<file path="config.mk">
export PLATFORM = sky130hd
export DESIGN_NAME = operand_fetch
export DESIGN_NICKNAME = d
export VERILOG_FILES = /design/src/rtl/operand_fetch.sv
export SDC_FILE = /design/constraint.sdc
export NUM_CORES = 1
export LEC_CHECK = 0
export ABC_AREA = 0
export BUFFER_PORTS_ARGS = -buffer_cell sky130_fd_sc_hd__buf_2
export CORE_ASPECT_RATIO = 2
export CORE_MARGIN = 4
export CORE_UTILIZATION = 54
export CTS_CLUSTER_DIAMETER = 200
export DETAILED_ROUTE_END_ITERATION = 6
export GPL_ROUTABILITY_DRIVEN = 0
export GPL_TIMING_DRIVEN = 1
export PLACE_DENSITY = 0.74
export SLEW_MARGIN = 25
export SYNTH_ARGS = -nofsm -noshare
export SYNTH_HDL_FRONTEND = slang
export SYNTH_SLANG_ARGS = --single-unit
</file>
<file path="constraint.sdc">
create_clock -name clk -period 1.65 [get_ports clk]
set_input_delay 0 -clock clk [delete_from_list [all_inputs] [get_ports clk]]
set_output_delay 0 -clock clk [all_outputs]
set_load 0.02 [all_outputs]
</file>
<file path="src/rtl/operand_fetch.sv">
// operand_fetch: 8x16 register file with a four-state operand fetch FSM feeding the shifter/ALU stage
// Ports: clk, reset_n (sync, active-low); wr_en/wr_num/wr_data register write port;
//        req_valid/req_ready + rd_a/rd_b/shift_in request handshake;
//        op_valid/op_ready + a_out/b_out/shift_out operand handshake
module operand_fetch (
   input  logic        clk,
   input  logic        reset_n,
   input  logic        wr_en,
   input  logic [2:0]  wr_num,
   input  logic [15:0] wr_data,
   input  logic        req_valid,
   output logic        req_ready,
   input  logic [2:0]  rd_a,
   input  logic [2:0]  rd_b,
   input  logic [1:0]  shift_in,
   output logic        op_valid,
   input  logic        op_ready,
   output logic [15:0] a_out,
   output logic [15:0] b_out,
   output logic [1:0]  shift_out
);
   typedef enum logic [1:0] {IDLE, READ_A, READ_B, HOLD} state_t;
   state_t      state_q, state_d;
   logic [15:0] rf_q [8];
   logic [15:0] rf_d [8];
   logic [2:0]  rd_a_q, rd_a_d, rd_b_q, rd_b_d;
   logic [1:0]  sh_q, sh_d, shift_q, shift_d;
   logic [15:0] a_q, a_d, b_q, b_d, rd_data;
   // Single read port: READ_A reads operand A, otherwise operand B. Reading rf_q
   // gives the pre-write value when a write to the same register lands this edge.
   always_comb begin
      state_d = state_q;
      rf_d    = rf_q;
      rd_a_d  = rd_a_q;
      rd_b_d  = rd_b_q;
      sh_d    = sh_q;
      a_d     = a_q;
      b_d     = b_q;
      shift_d = shift_q;
      rd_data = rf_q[state_q == READ_A ? rd_a_q : rd_b_q];
      if (wr_en) rf_d[wr_num] = wr_data;
      case (state_q)
         IDLE: if (req_valid) begin
            rd_a_d  = rd_a;
            rd_b_d  = rd_b;
            sh_d    = shift_in;
            state_d = READ_A;
         end
         READ_A: begin
            a_d     = rd_data;
            state_d = READ_B;
         end
         READ_B: begin
            b_d     = rd_data;
            shift_d = sh_q;
            state_d = HOLD;
         end
         HOLD: state_d = op_ready ? IDLE : HOLD;
      endcase
   end
   always_ff @(posedge clk) begin
      if (!reset_n) begin
         state_q <= IDLE;
         rf_q    <= '{default: '0};
         rd_a_q  <= '0;
         rd_b_q  <= '0;
         sh_q    <= '0;
         a_q     <= '0;
         b_q     <= '0;
         shift_q <= '0;
      end else begin
         state_q <= state_d;
         rf_q    <= rf_d;
         rd_a_q  <= rd_a_d;
         rd_b_q  <= rd_b_d;
         sh_q    <= sh_d;
         a_q     <= a_d;
         b_q     <= b_d;
         shift_q <= shift_d;
      end
   end
   // op_valid is gated by reset_n so no pulse escapes while reset is held.
   assign req_ready = state_q == IDLE;
   assign op_valid  = state_q == HOLD && reset_n;
   assign a_out     = a_q;
   assign b_out     = b_q;
   assign shift_out = shift_q;
endmodule

</file>
==> flow_summary.json <==
{
  "r2r.worst_path.cells": 7,
  "place_inst": 1213,
  "hold_path.class": "in2reg",
  "crit_path_end_kind": "flop",
  "die_w_um": 92.6,
  "viasPerCell": 6.12,
  "synth_edf_count": 0,
  "drt_first_pass_iters": 6,
  "critPathMaxStageDelay_ps": 370,
  "synthArstFlopShare_pct": 0,
  "cp.arrival_ps": 2260,
  "min_period_over_period_pct": 115,
  "rsz0062_at_grt": "yes",
  "skew_ps": 9.67,
  "tightest_slew_ps": 452,
  "cap_viol_max_count": 0,
  "drt_wl_total_mm": 27.5,
  "area_growth_pct": 37.4,
  "routedWlPerCell_um": 21.4,
  "drt_iter0_drc": 773,
  "crit_cells": 7,
  "path_delay_family": "simple AND/OR/NAND/NOR gates",
  "final_cell_area_um2": 10600,
  "p_sw_share_pct": 29.5,
  "met3_usage_pct": 6.47,
  "track_usage_pct": 31.9,
  "crit_buf_inv": 2,
  "crit_required_ps": 2020,
  "drc_errors": 0,
  "hold_viol": 0,
  "hpwl_mm": 16.2,
  "slew_headroom_pct": 69.7,
  "status": "finished, violations left",
  "drive_gt1_share_pct": 31.1,
  "tritoncts": "built",
  "gr-total-overflow": 0,
  "grt_use_met1_pct": 33.4,
  "p_int_mw": 7.15,
  "p_leak_nw": 3.73,
  "pwr-share-comb_pct": 18.4,
  "hold_slack_ps": 62.2,
  "holdPathStages": 3,
  "grt_use_met2_pct": 58.8,
  "path_class": "reg2reg",
  "fin_crit_ps": 1890,
  "instances_no_fill": 1289,
  "syn-num-nets": 1001,
  "dr_total_vias": 7888,
  "synthesis.area_um2": 7730,
  "p_total_mw": 10.1,
  "power_per_cell_area_nw_per_um2": 955,
  "synth-seq-area-share_pct": 44.6,
  "start_util_pct": 55.3,
  "setup_viol": 32,
  "startpoint_type": "flop",
  "pwr-share-seq_pct": 43.1,
  "grt_max_degree": 93,
  "htree_levels": 4,
  "core_um2": 14000,
  "clk_pin_slew_worst_paths_ps": 70,
  "violations": "negative setup slack",
  "ir_drop_v": 0.000799,
  "pwr-share-clk_pct": 38.5,
  "crit_slowest_cell": "dfxtp_4",
  "synth.ff_latch_count": 172,
  "placed_area_um2": 9230,
  "io_buffers": 67,
  "synthFlopType": "dfxtp_1",
  "clock_path_buffers": 2,
  "crit_chain": "and3b_2 > buf_12 > buf_12 > a211oi_4 > a211oi_4 > nor4_2 > a22o_1",
  "drv_slew": 0,
  "synth.distinct_cells": 32,
  "fp-row-count": 61,
  "top_usage_layer": "met2",
  "utilization_pct": 76.0,
  "clock_latency_ps": 430,
  "ant_nets": 0,
  "clock_sinks": 172,
  "die-area_um2": 16400,
  "crit_fanout": 13,
  "cts_buffers": 17,
  "final_common_cell": "nand2_1",
  "switchingPower_mw": 2.99,
  "final_cell_mix": "279 x nand2_1, 169 x dfxtp_1, 137 x a21oi_1",
  "grt_pass1_vias": 7548,
  "fmax_ghz": 0.528,
  "antenna_found_initial": 1,
  "cts_root_buf": "clkbuf_16",
  "setup_slack_ps": -242,
  "io_pins": 68,
  "yosysWarnings": 0,
  "nets": 1117,
  "finalSetupTns_ps": -6320,
  "grt_pass1_wl_mm": 40.1,
  "synth_area_per_cell_um2": 7.97,
  "syn_inst": 969,
  "post-place-ws_ps": -273,
  "die_h_um": 177
}
[synth_stat cells, types with 2 or more instances]
library cell | n | area, µm²
a211oi_1 | 113 | 848
a211oi_2 | 15 | 188
a21oi_1 | 137 | 686
a22o_1 | 32 | 280
a31oi_4 | 3 | 63.8
and2_1 | 3 | 18.8
and3_1 | 2 | 12.5
buf_1 | 5 | 18.8
buf_2 | 18 | 90.1
buf_4 | 2 | 15.0
buf_6 | 8 | 90.1
clkbuf_1 | 45 | 169
clkbuf_2 | 13 | 65.1
dfxtp_1 | 172 | 3440
inv_1 | 66 | 248
mux2i_1 | 2 | 20.0
nand2_1 | 279 | 1050
nand2b_1 | 5 | 31.3
nand3_1 | 4 | 20.0
nor2_1 | 13 | 48.8
nor2b_1 | 4 | 25.0
nor3_1 | 3 | 15.0
nor4_2 | 16 | 200
[worst paths after layout]
path	startpoint	to	slack, ps
min reg2reg	rf_q[126]	rf_q[126]	450
min	reset_n	rf_q[61]	60
max	state_q[1]	b_out[11]	-240
max reg2reg	state_q[1]	b_out[11]	-240
[power groups by stage]
stage	clock network (mW)	logic, mW	registers, mW
3_5_place_dp	0	1.56	4.46
2_1_floorplan	0	0.927	4.50
6_report	3.90	1.86	4.37
5_1_grt	4.09	1.96	4.38
4_1_cts	3.91	1.69	4.37
3_3_place_gp	0	1.54	4.46
[layout make-up]
cell class | instances | area, µm²
Antenna cell | 2 | 5.00
Clock buffer | 19 | 453
Clock inverter | 13 | 126
Fill cell | 929 | 3350
Inverter | 67 | 254
Multi-Input combinational cell | 639 | 4390
Sequential cell | 172 | 3450
Tap cell | 189 | 236
Timing Repair Buffer | 188 | 1700
[tightest hold or removal path, delay by kind of cell]
| kind | cells | cell delay, ps |
|---|---|---|
| compound gates | 1 | 130 |
| buf+inv | 2 | 310 |
[metal layers]
layer | share of wire, % | up-vias | routed length [µm]
met2 | 52 | 463 | 14200
li1 | - | 3528 | -
met3 | 7.4 | 161 | 2050
met5 | 0 | - | 0
met4 | 7.2 | 0 | 1990
met1 | 34 | 3736 | 9270
[state kept, by name, indices dropped and copies added, names as in the netlist]
name and flops:
rd_b_q 3, shift_out 2, rf_q 128, a_out 16, rd_a_q 3, sh_q 2, b_out 16, state_q 2
[kinds of logic (layout without fill, tap and decap cells)]
| kind of cell | count (synthesis) | in the layout | share of synthesized area [%] |
|---|---|---|---|
| flops | 172 | 172 | 44.6 |
| mux | 2 | 2 | 0.259 |
| compound gates | 302 | 302 | 27.0 |
| simple gates | 335 | 335 | 19.1 |
| other cells | 0 | 2 | 0 |
| buf+inv | 158 | 287 | 9.05 |
[repair_timing]
item / 4_1_cts / 5_1_grt
gates cloned: 0 / 2
pin swaps: 8 / 30
setup endpoints to repair: 32 / 32
endpoints found under the hold margin: 138 / 0
setup buffers: 3 / 13
hold buffers: 26 / 0
gates resized for setup: 24 / 40
Power figures use the tool's default switching activity.
